**config.mk**
```make
export PLATFORM = sky130hd
export DESIGN_NAME = writeback_stage_pipe_flat
export DESIGN_NICKNAME = d
export VERILOG_FILES = /design/src/rtl/writeback_stage_pipe_if.sv /design/src/rtl/writeback_stage_pipe.sv /design/src/flat_wrapper.sv
export SDC_FILE = /design/constraint.sdc
export NUM_CORES = 1
export LEC_CHECK = 0
export ABC_AREA = 1
export CAP_MARGIN = 40
export CORE_ASPECT_RATIO = 0.6
export CORE_UTILIZATION = 30
export DETAILED_ROUTE_END_ITERATION = 10
export SYNTH_ARGS = -nofsm -noshare
export SYNTH_HDL_FRONTEND = slang
export SYNTH_SLANG_ARGS = --single-unit
```
**constraint.sdc**
```tcl
create_clock -name clk -period 2.3 [get_ports clk]
set_input_delay 0.46 -clock clk [delete_from_list [all_inputs] [get_ports clk]]
set_output_delay 0.46 -clock clk [all_outputs]
set_load 0.005 [all_outputs]
```
**src/rtl/writeback_stage_pipe_if.sv**
```systemverilog
// Memory-stage to writeback-stage bundle: valid/allow-in handshake, latched fields and
// the register-file write port driven back out by the writeback stage.
interface writeback_stage_pipe_if #(
    parameter int unsigned DATA_W  = 32,
    parameter int unsigned RADDR_W = 6
);
    localparam int unsigned OFF_W = $clog2(DATA_W / 8);

    logic               ms_valid;
    logic               ws_allowin;
    logic               ms_reg_en;
    logic [RADDR_W-1:0] ms_reg_waddr;
    logic               ms_mem_read;
    logic [2:0]         ms_load_type;
    logic [OFF_W-1:0]   ms_addr_off;
    logic [DATA_W-1:0]  ms_alu_result;
    logic [DATA_W-1:0]  ms_mem_rdata;
    logic               ms_double_en;
    logic [DATA_W-1:0]  ms_md_hi;
    logic [DATA_W-1:0]  ms_md_lo;
    logic               wb_valid;
    logic               wb_reg_en;
    logic [RADDR_W-1:0] wb_reg_waddr;
    logic [DATA_W-1:0]  wb_reg_wdata;
    logic               wb_busy;

    modport slave (
        input  ms_valid, ms_reg_en, ms_reg_waddr, ms_mem_read, ms_load_type, ms_addr_off,
               ms_alu_result, ms_mem_rdata, ms_double_en, ms_md_hi, ms_md_lo,
        output ws_allowin, wb_valid, wb_reg_en, wb_reg_waddr, wb_reg_wdata, wb_busy
    );

    modport master (
        output ms_valid, ms_reg_en, ms_reg_waddr, ms_mem_read, ms_load_type, ms_addr_off,
               ms_alu_result, ms_mem_rdata, ms_double_en, ms_md_hi, ms_md_lo,
        input  ws_allowin, wb_valid, wb_reg_en, wb_reg_waddr, wb_reg_wdata, wb_busy
    );
endinterface

```
**src/rtl/writeback_stage_pipe.sv**
```systemverilog
// Registered writeback stage: latches one instruction per cycle, extends sub-word loads and
// splits HI/LO double results into two back-to-back register writes.
module writeback_stage_pipe #(
    parameter int unsigned DATA_W  = 32,
    parameter int unsigned RADDR_W = 6,
    parameter int unsigned HI_ADDR = 32,
    parameter int unsigned LO_ADDR = 33
) (
    input logic                   clk,
    input logic                   resetn,
    writeback_stage_pipe_if.slave bus
);
    localparam int unsigned OFF_W = $clog2(DATA_W / 8);

    localparam logic [1:0] StEmpty  = 2'd0;
    localparam logic [1:0] StSingle = 2'd1;
    localparam logic [1:0] StDblHi  = 2'd2;
    localparam logic [1:0] StDblLo  = 2'd3;

    logic [1:0]         state_q, state_d;
    logic               reg_en_q, reg_en_d;
    logic [RADDR_W-1:0] waddr_q, waddr_d;
    logic               mem_read_q, mem_read_d;
    logic [2:0]         load_type_q, load_type_d;
    logic [OFF_W-1:0]   addr_off_q, addr_off_d;
    logic [DATA_W-1:0]  alu_q, alu_d;
    logic [DATA_W-1:0]  rdata_q, rdata_d;
    logic [DATA_W-1:0]  hi_q, hi_d;
    logic [DATA_W-1:0]  lo_q, lo_d;

    logic               allowin;
    logic               accept;
    logic [OFF_W-1:0]   lane_off;
    logic [DATA_W-1:0]  lane;
    logic [DATA_W-1:0]  load_data;

    assign allowin = (state_q != StDblHi);
    assign accept  = bus.ms_valid && allowin;

    always_comb begin
        state_d     = state_q;
        reg_en_d    = reg_en_q;
        waddr_d     = waddr_q;
        mem_read_d  = mem_read_q;
        load_type_d = load_type_q;
        addr_off_d  = addr_off_q;
        alu_d       = alu_q;
        rdata_d     = rdata_q;
        hi_d        = hi_q;
        lo_d        = lo_q;
        if (state_q == StDblHi) begin
            state_d = StDblLo;
        end else if (accept) begin
            state_d = bus.ms_double_en ? StDblHi : StSingle;
        end else begin
            state_d = StEmpty;
        end
        if (accept) begin
            reg_en_d    = bus.ms_reg_en;
            waddr_d     = bus.ms_reg_waddr;
            mem_read_d  = bus.ms_mem_read;
            load_type_d = bus.ms_load_type;
            addr_off_d  = bus.ms_addr_off;
            alu_d       = bus.ms_alu_result;
            rdata_d     = bus.ms_mem_rdata;
            hi_d        = bus.ms_md_hi;
            lo_d        = bus.ms_md_lo;
        end
    end

    always_ff @(posedge clk or negedge resetn) begin
        if (!resetn) begin
            state_q     <= StEmpty;
            reg_en_q    <= 1'b0;
            waddr_q     <= '0;
            mem_read_q  <= 1'b0;
            load_type_q <= '0;
            addr_off_q  <= '0;
            alu_q       <= '0;
            rdata_q     <= '0;
            hi_q        <= '0;
            lo_q        <= '0;
        end else begin
            state_q     <= state_d;
            reg_en_q    <= reg_en_d;
            waddr_q     <= waddr_d;
            mem_read_q  <= mem_read_d;
            load_type_q <= load_type_d;
            addr_off_q  <= addr_off_d;
            alu_q       <= alu_d;
            rdata_q     <= rdata_d;
            hi_q        <= hi_d;
            lo_q        <= lo_d;
        end
    end

    // Align the offset down to the access size; at DATA_W=32 the word mask clears it fully.
    always_comb begin
        case (load_type_q)
            3'd0, 3'd1: lane_off = addr_off_q;
            3'd2, 3'd3: lane_off = addr_off_q & ~OFF_W'(1);
            3'd6:       lane_off = '0;
            default:    lane_off = addr_off_q & ~OFF_W'(3);
        endcase
        lane = rdata_q >> {lane_off, 3'b000};
        case (load_type_q)
            3'd0:    load_data = DATA_W'($signed(lane[7:0]));
            3'd1:    load_data = DATA_W'(lane[7:0]);
            3'd2:    load_data = DATA_W'($signed(lane[15:0]));
            3'd3:    load_data = DATA_W'(lane[15:0]);
            3'd5:    load_data = DATA_W'(lane[31:0]);
            3'd6:    load_data = lane;
            default: load_data = DATA_W'($signed(lane[31:0]));
        endcase
    end

    always_comb begin
        bus.ws_allowin   = allowin;
        bus.wb_valid     = (state_q != StEmpty);
        bus.wb_busy      = (state_q == StDblHi);
        bus.wb_reg_en    = 1'b0;
        bus.wb_reg_waddr = waddr_q;
        bus.wb_reg_wdata = mem_read_q ? load_data : alu_q;
        case (state_q)
            StSingle: bus.wb_reg_en = reg_en_q && (waddr_q != '0);
            StDblHi: begin
                bus.wb_reg_en    = 1'b1;
                bus.wb_reg_waddr = RADDR_W'(HI_ADDR);
                bus.wb_reg_wdata = hi_q;
            end
            StDblLo: begin
                bus.wb_reg_en    = 1'b1;
                bus.wb_reg_waddr = RADDR_W'(LO_ADDR);
                bus.wb_reg_wdata = lo_q;
            end
            default: bus.wb_reg_en = 1'b0;
        endcase
    end
endmodule

```
**src/flat_wrapper.sv**
```systemverilog
// flat-port wrapper written by rule: the top's interface ports become plain ports
module writeback_stage_pipe_flat 
#(
    parameter int unsigned DATA_W  = 32,
    parameter int unsigned RADDR_W = 6,
    parameter int unsigned HI_ADDR = 32,
    parameter int unsigned LO_ADDR = 33
)
  (clk, resetn, bus_ms_valid, bus_ms_reg_en, bus_ms_reg_waddr, bus_ms_mem_read, bus_ms_load_type, bus_ms_addr_off, bus_ms_alu_result, bus_ms_mem_rdata, bus_ms_double_en, bus_ms_md_hi, bus_ms_md_lo, bus_ws_allowin, bus_wb_valid, bus_wb_reg_en, bus_wb_reg_waddr, bus_wb_reg_wdata, bus_wb_busy);
  writeback_stage_pipe_if #(.DATA_W(DATA_W), .RADDR_W(RADDR_W)) bus_i ();
  input logic clk;
  input logic resetn;
  input wire logic [$bits(bus_i.ms_valid)-1:0] bus_ms_valid;
  input wire logic [$bits(bus_i.ms_reg_en)-1:0] bus_ms_reg_en;
  input wire logic [$bits(bus_i.ms_reg_waddr)-1:0] bus_ms_reg_waddr;
  input wire logic [$bits(bus_i.ms_mem_read)-1:0] bus_ms_mem_read;
  input wire logic [$bits(bus_i.ms_load_type)-1:0] bus_ms_load_type;
  input wire logic [$bits(bus_i.ms_addr_off)-1:0] bus_ms_addr_off;
  input wire logic [$bits(bus_i.ms_alu_result)-1:0] bus_ms_alu_result;
  input wire logic [$bits(bus_i.ms_mem_rdata)-1:0] bus_ms_mem_rdata;
  input wire logic [$bits(bus_i.ms_double_en)-1:0] bus_ms_double_en;
  input wire logic [$bits(bus_i.ms_md_hi)-1:0] bus_ms_md_hi;
  input wire logic [$bits(bus_i.ms_md_lo)-1:0] bus_ms_md_lo;
  output wire logic [$bits(bus_i.ws_allowin)-1:0] bus_ws_allowin;
  output wire logic [$bits(bus_i.wb_valid)-1:0] bus_wb_valid;
  output wire logic [$bits(bus_i.wb_reg_en)-1:0] bus_wb_reg_en;
  output wire logic [$bits(bus_i.wb_reg_waddr)-1:0] bus_wb_reg_waddr;
  output wire logic [$bits(bus_i.wb_reg_wdata)-1:0] bus_wb_reg_wdata;
  output wire logic [$bits(bus_i.wb_busy)-1:0] bus_wb_busy;
  assign bus_i.ms_valid = bus_ms_valid;
  assign bus_i.ms_reg_en = bus_ms_reg_en;
  assign bus_i.ms_reg_waddr = bus_ms_reg_waddr;
  assign bus_i.ms_mem_read = bus_ms_mem_read;
  assign bus_i.ms_load_type = bus_ms_load_type;
  assign bus_i.ms_addr_off = bus_ms_addr_off;
  assign bus_i.ms_alu_result = bus_ms_alu_result;
  assign bus_i.ms_mem_rdata = bus_ms_mem_rdata;
  assign bus_i.ms_double_en = bus_ms_double_en;
  assign bus_i.ms_md_hi = bus_ms_md_hi;
  assign bus_i.ms_md_lo = bus_ms_md_lo;
  assign bus_ws_allowin = bus_i.ws_allowin;
  assign bus_wb_valid = bus_i.wb_valid;
  assign bus_wb_reg_en = bus_i.wb_reg_en;
  assign bus_wb_reg_waddr = bus_i.wb_reg_waddr;
  assign bus_wb_reg_wdata = bus_i.wb_reg_wdata;
  assign bus_wb_busy = bus_i.wb_busy;
  writeback_stage_pipe #(.DATA_W(DATA_W), .RADDR_W(RADDR_W), .HI_ADDR(HI_ADDR), .LO_ADDR(LO_ADDR)) u_core (.clk(clk), .resetn(resetn), .bus(bus_i));
endmodule
```
### Yosys cells after proc, flatten, opt, wreduce, memory -nomap -nowiden

Cells that the tools add are included.

* flip-flop bits (word level): 143
* latch bits: 0
* memory bits (writable): 0
* ROM bits: 0
* output and inout bits: 42
* word-level logic and storage cells: 35
* memories: 0

* add/sub/neg operators: 0
* multiply operators: 0
* div/mod/pow operators: 0
* magnitude comparators: 0
* equal/unequal tests: 7
* shifts and indexed selects: 1
* muxes and demuxes: 9
* bitwise gates (word level): 0
* reduce and logical (&&, ||, !) cells: 8

Operators by type and width (number)
* one-hot mux 32 bit (4 select lines): 1
* one-hot mux 32 bit (2 select lines): 1
* 2-to-1 mux 32 bit: 1
* >> shifter 32 x 5 -> 32 bit: 1
* one-hot mux 6 bit (2 select lines): 1
* == test 3 x 2 -> 1 bit, second input constant: 2
* 2-to-1 mux 2 bit: 3
* nonzero test 6 bit: 1
* OR reduction 2 bit: 3
* == test 2 bit, second input constant: 2
* one-hot mux 2 bit (2 select lines): 1
* == test 3 x 1 -> 1 bit, second input constant: 1
* zero test 3 bit: 1
* == test 2 x 1 -> 1 bit, second input constant: 1
* logical AND 1 bit: 2
* inequality test 2 bit, second input constant: 1
* one-hot mux 1 bit (2 select lines): 1
* nonzero test 2 bit: 1

### Depth between registers and ports, before layout

Gate-level depths: netlist (run 1).

* depth in word-level cells: 7
* mapped depth: 11
* mapped depth without buffers: 9

### Least setup slack after synthesis (run 1)

OpenSTA, ideal clock, no wires.

* path kind: register to output
* start: register u_core.load_type_q[2]
* end: output bus_wb_reg_wdata[10]
* data arrival time: 1.349 ns
* data required time: 1.840 ns
* setup slack: 0.491 ns
* cell stages (with the launch flop): 12
* buffers on the path: 2
* cells stage by stage: dfrtp_1 -> buf_6 -> inv_2 -> nand2_4 -> inv_2 -> nand3_1 -> nand2_1 -> nand2_2 -> buf_6 -> nand3_1 -> nand2_1 -> nand2_1

* word-level cells in the longest chain between the ends: 7
* elaborated cells on any way between the ends: 11

RTL lines
* from (decl): RTL line writeback_stage_pipe.sv:24 `logic [2:0] load_type_q, load_type_d;`
* from (signal assigned): RTL line writeback_stage_pipe.sv:88 `load_type_q <= load_type_d;`
* == test 3 x 2 -> 1 bit (tied with other cells): RTL line writeback_stage_pipe.sv:99, writeback_stage_pipe.sv:106
* OR reduction 2 bit: RTL line writeback_stage_pipe.sv:99 `case (load_type_q)`
* one-hot mux 2 bit (2 select lines): RTL line writeback_stage_pipe.sv:99
* >> shifter 32 x 5 -> 32 bit: RTL line writeback_stage_pipe.sv:105 `lane = rdata_q >> {lane_off, 3'b000};`
* one-hot mux 32 bit (4 select lines) (*): RTL line writeback_stage_pipe.sv:106 `case (load_type_q)`
* 2-to-1 mux 32 bit (*): RTL line writeback_stage_pipe.sv:123 `bus.wb_reg_wdata = mem_read_q ? load_data : alu_q;`
* one-hot mux 32 bit (2 select lines) (*): RTL line writeback_stage_pipe.sv:124 `case (state_q)`
* to (decl): RTL line flat_wrapper.sv:28 `output wire logic [$bits(bus_i.wb_reg_wdata)-1:0] bus_wb_reg_wdata;`

Every way passes the cells marked *; elsewhere a longest branch is shown, timed or not.

### Final worst setup path (run 1)

* start: register u_core.load_type_q[1]
* end: output bus_wb_reg_wdata[1]

* word-level cells in the longest chain between the ends: 7
* elaborated cells on any way between the ends: 11

RTL lines (RTL line)
* == test 3 x 2 -> 1 bit (tied with other cells): writeback_stage_pipe.sv:99
* OR reduction 2 bit: writeback_stage_pipe.sv:99
* one-hot mux 2 bit (2 select lines) (*): writeback_stage_pipe.sv:99
* >> shifter 32 x 5 -> 32 bit (*): writeback_stage_pipe.sv:105
* one-hot mux 32 bit (4 select lines) (*): writeback_stage_pipe.sv:106
* 2-to-1 mux 32 bit (*): writeback_stage_pipe.sv:123
* one-hot mux 32 bit (2 select lines) (*): writeback_stage_pipe.sv:124

Marked as above.

==> impl_metrics.toml, run 1 <==
[sta]
worst_slew_margin_rel = 0.594
pins_over_their_slew_limit = 0
timing.final.crit_period_ns = 2.60
fin_worst_hold_slack_ns = 0.492
hold_viol = 0
finalSetupViolations = 32
achievable-frequency_mhz = 385
final.setup_skew_ns = 0.00549
final.setup.worst_slack_ns = -0.300
worstMarginPinSlew_ns = 0.609
setup_repair_after_global_routing_missed_its_margin = "yes"
timing.final.crit_share = 1.13
setup_tns_ns = -7.72

[clocking]
cts_buffer_depth = 2
worst_setup_hold_path_clk_slew_ns = 0.06
tritoncts.num_buffers = 17
clk_latency_ns = 0.43
cts_tree = "built"
cts_htree_levels = 4
clock-sinks = 143
clock_tree.root_cell = "sky130_fd_sc_hd__clkbuf_16"

[worst_setup_path]
arrival_ns = 2.14
critical_path.max_fanout = 5
crit_required_ns = 1.84
path_class = "reg -> out"
timing.critical_path.from_type = "flip-flop"
critPathCaptureType = "output port"

[power]
seqPwrFrac = 0.304
power.share.clock = 0.241
power.leakage_nw = 5.12
vdd.ir_drop.worst_mv = 0.521
net-switching-power_mw = 4.49
swShare = 0.359
intPower_mw = 8.00
combinationalPowerShare = 0.455
power_density_mw_per_mm2 = 1100

[logic_synthesis]
netlist-cell-type-count = 25
netlist_top_cells_area = "sky130_fd_sc_hd__dfrtp_1 (50%), sky130_fd_sc_hd__mux2_2 (13%), sky130_fd_sc_hd__nor2_1 (5.5%)"
netlist_area_before_placement_sq_mm = 0.00718
yosysSeqAreaShare = 0.498
ys.warnings.count = 0
area_share_of_the_leading_cell_type_in_the_synthesized_netlist = 0.498
postSynthCellCount = 760
post_synth.cell_area_avg_sq_um = 9.45
yosys_register_bits = 143
synth.largest_area_cell = "sky130_fd_sc_hd__dfrtp_1"
number_of_nets_in_the_synthesized_netlist = 905

[die]
io_pins = 187
initial_core_util = 0.308
die_w_um = 202
core_area_sq_mm = 0.0233
fp.dieH_um = 122
rows = 43
fp.dieArea_sq_mm = 0.0246

[place]
hpwlAfterDp_um = 16300
number_of_port_buffers = 186
gp_congestion = 0.881
post_placement_cell_area_sq_mm = 0.00969
pre_cts_slack_ns = -0.149

[global_routing]
first_global_vias = 6469
grt_antenna_before_repair = 0
grt_util_all_layers = 0.200
globalRoute.totalOverflow = 0
grt_pass1_wl_um = 36900
pin_count_of_the_biggest_net_entering_global_routing = 57

[route]
post-route-drc-count = 0
ant_nets = 0
avgRoutedWirePerCell_um = 18.3
route.vias.total = 6263
iteration_0_drc_count_of_the_detailed_router = 335
route.detailed.vias_per_inst = 4.74
postRouteWirelength_um = 24200
detail_route.first_pass.iterations = 5

[cells_and_area]
num_antenna_cells = 0
area_growth_syn_to_layout_pct = 57.8
layout.filler_cells = 2151
design_area_sq_mm = 0.0113
post_route_cells_drive_above_1_share = 0.339
finish.net_count = 1139

[min_path]
hp-class = "reg -> reg"

[flow_run]
max_cap_viol_count = 0

[run_status]
violations = "setup timing"
outcome = "finished with violations"
## placed cells by master, fill, tap and decap left out, types with 19 or more instances in the layout
master / n
sky130_fd_sc_hd__mux2_2: 82
sky130_fd_sc_hd__buf_2: 28
sky130_fd_sc_hd__clkbuf_16: 19
sky130_fd_sc_hd__a22o_1: 28
sky130_fd_sc_hd__clkdlybuf4s50_1: 149
sky130_fd_sc_hd__nor2_1: 103
sky130_fd_sc_hd__nand2_2: 24
sky130_fd_sc_hd__buf_4: 35
sky130_fd_sc_hd__nand3_2: 32
sky130_fd_sc_hd__mux2_1: 30
sky130_fd_sc_hd__inv_1: 65
sky130_fd_sc_hd__nand2_1: 71
sky130_fd_sc_hd__nand3_1: 24
sky130_fd_sc_hd__a21oi_1: 37
sky130_fd_sc_hd__buf_12: 19
sky130_fd_sc_hd__dfrtp_1: 139
## metal layers
metal / wire (um) / global-route usage / vias up
li1: - / - / 2985
met1: 12200 / 0.289 / 3057
met2: 10100 / 0.290 / 203
met3: 1680 / 0.0597 / 18
met4: 209 / 0.0502 / 0
met5: 0 / 0 / -
## power groups by stage
stage | sequential, mW | combinational, mW | clock, mW
floorplan | 3.62 | 2.62 | 0
global route | 3.88 | 6.22 | 3.19
detailed placement | 3.79 | 4.79 | 0
CTS | 3.77 | 5.36 | 3.06
finish | 3.79 | 5.68 | 3.01
global placement | 3.76 | 4.75 | 0
## path summary, 6_finish.rpt
path,from,end,slack [ns],cells after the start
hold reg to reg,u_core.hi_q[12],u_core.hi_q[12],0.49,1
max in group asynchronous,resetn,u_core.alu_q[13],1.13,3
setup / recovery,u_core.load_type_q[1],bus_wb_reg_wdata[1],-0.30,10
setup reg to reg,u_core.state_q[1],u_core.alu_q[28],0.24,8
hold / removal,u_core.hi_q[12],u_core.hi_q[12],0.49,1
min in group asynchronous,resetn,u_core.waddr_q[4],0.51,2
## logic make-up (layout without fill, tap and decap cells)
family / after synthesis / after routing / synth area share
buffers and inverters: 120 / 367 / 0.0742
AOI/OAI and AO/OA: 88 / 88 / 0.0770
muxes: 112 / 112 / 0.176
and+or+nand+nor: 297 / 297 / 0.175
DFF: 143 / 143 / 0.498
## stage by stage
| step | power, mW | cells | util |
|---|---|---|---|
| after floorplan | 6.24 | 760 | - |
| after global placement | 8.51 | 1256 | 0.416 |
| after detailed placement | 8.58 | 1256 | 0.416 |
| after CTS | 12.2 | 1313 | 0.475 |
| after global routing | 13.3 | 1322 | 0.487 |
| final | 12.5 | 1322 | 0.487 |
## flip-flops by register name, indices dropped and copies added (netlist names)
register / flops
u_core.addr_off_q: 2
u_core.alu_q: 32
u_core.hi_q: 32
u_core.lo_q: 32
u_core.load_type_q: 3
u_core.mem_read_q: 1
u_core.rdata_q: 32
u_core.reg_en_q: 1
u_core.state_q: 2
u_core.waddr_q: 6
## cell type report
| class | count | area (sq um) | share of cell area |
|---|---|---|---|
| repair buffers | 262 | 2750 | 0.243 |
| well taps | 315 | 394 | 0.0348 |
| clock buffers | 20 | 447 | 0.0394 |
| clock inverters | 12 | 184 | 0.0162 |
| flip-flops and latches | 143 | 3580 | 0.316 |
| multi-input cells | 497 | 3690 | 0.326 |
| inverters | 73 | 282 | 0.0248 |
## worst max-delay path: stages, from the launching register on
cell and delay, ns:
sky130_fd_sc_hd__dfrtp_2 0.44, sky130_fd_sc_hd__nor2_4 0.19, sky130_fd_sc_hd__nand2_4 0.11, sky130_fd_sc_hd__buf_12 0.16, sky130_fd_sc_hd__buf_16 0.13, sky130_fd_sc_hd__or2_4 0.21, sky130_fd_sc_hd__o211ai_1 0.07, sky130_fd_sc_hd__nand3_1 0.12
sky130_fd_sc_hd__nand2_1 0.09, sky130_fd_sc_hd__nand2_1 0.06, sky130_fd_sc_hd__buf_2 0.12
## synthesized netlist by cell type (all sizes together)
cell      n
o211ai    3
o21ai    13
nor2    108
a21oi    44
nand3    71
a22o     28
inv      73
mux2    112
nand2   110
nor3      2
nor4      1
dfrtp   143
or2       5
buf      32
clkbuf   15
## repair_timing
action / 4_1_cts / 5_1_grt
hold endpoints to repair: 36 / 0
pin swaps: 54 / 21
resized for setup: 277 / 30
endpoints found under the setup margin: 35 / 35
hold buffers: 1 / 0
gates cloned: 6 / 2
buffers inserted: 22 / 8
Note: power is estimated with default switching activity, not from simulation.
==> run 2: changes to the inputs <==
--- a/config.mk
+++ b/config.mk
@@ -10,6 +10,7 @@
 export CORE_ASPECT_RATIO = 0.6
 export CORE_UTILIZATION = 30
 export DETAILED_ROUTE_END_ITERATION = 10
+export SKIP_CTS_REPAIR_TIMING = 1
 export SYNTH_ARGS = -nofsm -noshare
 export SYNTH_HDL_FRONTEND = slang
 export SYNTH_SLANG_ARGS = --single-unit
==> run 2 against run 1 <==
Compared with the run above:
- the run still ends with setup timing left
- worst hold slack worse by 0.0014 ns
- register-to-register slack is essentially flat
- clock skew about the same
- sequential power about the same
- clock power about the same
- combinational power fell by 4.9%
- total power decreased by 2.3%
- via count shrank 1.1%
- sequential cell count did not move
- non-clock buffer count is 5 lower
- first-iteration DRC count grew 21%
- global-route usage fell by 1.2 points
- critical endpoint is now bus_wb_reg_wdata[26]
- largest cell class is now flip-flops and latches
==> impl_metrics.toml, run 2 (synthesized netlist as in run 1, its figures left out) <==
[die]
rows = 43
die_w_um = 202
fp.dieArea_sq_mm = 0.0246
io_pins = 187
initial_core_util = 0.308
fp.dieH_um = 122
core_area_sq_mm = 0.0233

[cells_and_area]
sequential_standard_cell_area_sq_mm = 0.00358
most_common_cell_after_layout_fill_and_taps_aside = "sky130_fd_sc_hd__clkdlybuf4s50_1"
multi_input_area_sq_mm = 0.00349
area_growth_syn_to_layout_pct = 54.1
fin_util = 0.475
layout.filler_cells = 2162
post_layout_nonfiller_instances = 1318
finish.net_count = 1134
layout.cells.most_common_list = "sky130_fd_sc_hd__clkdlybuf4s50_1 (149), sky130_fd_sc_hd__dfrtp_1 (139), sky130_fd_sc_hd__nor2_1 (104), sky130_fd_sc_hd__mux2_2 (82), sky130_fd_sc_hd__nand2_1 (74)"
post_route_cells_drive_above_1_share = 0.307

[sta]
pins_over_their_slew_limit = 0
finalSetupViolations = 32
worst_slew_margin_rel = 0.681
achievable-frequency_mhz = 383
worstMarginPinSlew_ns = 0.479
setup_repair_after_global_routing_missed_its_margin = "yes"
final.setup.worst_slack_ns = -0.313
final.setup_skew_ns = 0.00564
setup_tns_ns = -7.45
timing.final.crit_period_ns = 2.61
timing.final.crit_share = 1.14
hold_viol = 0

[worst_setup_path]
crit_chain = "nor2_4 -> nand2_4 -> nand2_1 -> nand3_1 -> nand2_2 -> nand2_4 -> clkbuf_16 -> buf_8 -> nand3_2 -> nand2_2 -> nand2_1 -> buf_2"
cpMaxStageDelayCell = "sky130_fd_sc_hd__dfrtp_2"
crit-reg2reg-capture = "u_core.alu_q[28]"
reg2reg_depth = 8
rrSetupSlack_ns = 0.25
critical_path.max_fanout = 7
arrival_ns = 2.15
timing.critical_path.from = "u_core.load_type_q[2]"
timing.critical_path.from_type = "flip-flop"
timing.rr.start = "u_core.state_q[1]"
path_class = "reg -> out"
critical_path.max_stage_delay_ns = 0.46
critPathCaptureType = "output port"
crit_required_ns = 1.84

[clocking]
cts_htree_levels = 4
cts_buffer_depth = 2
cts_tree = "built"
clk_latency_ns = 0.43
worst_setup_hold_path_clk_slew_ns = 0.07
tritoncts.num_buffers = 17
clock-sinks = 143
clock_tree.root_cell = "sky130_fd_sc_hd__clkbuf_16"

[power]
intPower_mw = 7.85
net-switching-power_mw = 4.34
swShare = 0.356
power.leakage_nw = 5.04
power_mw = 12.2
power_density_mw_per_mm2 = 1100
power.share.clock = 0.248
seqPwrFrac = 0.310
vdd.ir_drop.worst_mv = 0.518
combinationalPowerShare = 0.443

[global_routing]
first_global_vias = 6102
globalRoute.totalOverflow = 0
grt_pass1_wl_um = 34700
grt_util_all_layers = 0.188
grt_antenna_before_repair = 1
pin_count_of_the_biggest_net_entering_global_routing = 57

[route]
postRouteWirelength_um = 23600
avgRoutedWirePerCell_um = 17.9
detail_route.first_pass.iterations = 4
iteration_0_drc_count_of_the_detailed_router = 404
post-route-drc-count = 0
route.detailed.vias_per_inst = 4.70
route.vias.total = 6192
ant_nets = 0

[place]
number_of_port_buffers = 186
post-place-cells = 1256
gp_congestion = 0.881
pre_cts_slack_ns = -0.149
hpwlAfterDp_um = 16300

[min_path]
hp-class = "reg -> reg"
timing.hold.worst.start = "u_core.lo_q[0]"
timing.hold.worst_endpoint = "u_core.lo_q[0]"
min_delay_path_depth = 1

[flow_run]
max_cap_viol_count = 0

[run_status]
violations = "setup timing"
outcome = "finished with violations"
## run 2: metrics by stage
step	cell area (sq um)	hold WS, ns
after global routing	11100	0.503
after floorplan	7180	0.164
after detailed placement	9690	0.394
after global placement	9690	0.399
after CTS	10300	-0.0659
final	11100	0.490
## run 2: per-layer routing
metal | track usage | up-vias | share of wire | routed length, um
met1 | 0.273 | 3010 | 0.50 | 11900
met5 | 0 | - | 0 | 0
met3 | 0.0615 | 18 | 0.076 | 1800
met4 | 0.0459 | 0 | 0.010 | 235
li1 | - | 2964 | - | -
met2 | 0.266 | 200 | 0.41 | 9650
## run 2: final cells by class
| type | count | share of cell area |
|---|---|---|
| Clock inverter | 12 | 0.0166 |
| Timing Repair Buffer | 257 | 0.242 |
| Inverter | 73 | 0.0259 |
| Clock buffer | 20 | 0.0403 |
| Sequential cell | 143 | 0.324 |
| Antenna cell | 1 | 0.000226 |
| Tap cell | 315 | 0.0356 |
| Multi-Input combinational cell | 497 | 0.316 |
## run 2: critical path, delay by kind of cell, from the launching register on
family | cells | cell delay [ns]
and+or+nand+nor | 9 | 0.80
DFF | 1 | 0.46
buffers and inverters | 3 | 0.46
## run 2: power by group through the flow
stage	combinational, mW	clock, mW	sequential (mW)
6_report	5.40	3.02	3.78
4_1_cts	4.82	3.06	3.75
3_3_place_gp	4.75	0	3.76
3_5_place_dp	4.79	0	3.79
5_1_grt	5.92	3.19	3.87
2_1_floorplan	2.62	0	3.62
## run 2: how the worst max path moves through the flow
| stage | endpoint | slack (ns) | cells past startpoint |
|---|---|---|---|
| 6_report | bus_wb_reg_wdata[26] | -0.31 | 12 |
| 5_1_grt | bus_wb_reg_wdata[26] | -0.41 | 12 |
| 4_1_cts | bus_wb_reg_wdata[29] | -0.64 | 11 |
| 3_5_place_dp | bus_wb_reg_wdata[29] | -0.15 | 8 |
| 3_3_place_gp | bus_wb_reg_wdata[20] | -0.12 | 11 |
| 2_1_floorplan | bus_wb_reg_wdata[10] | 0.49 | 11 |
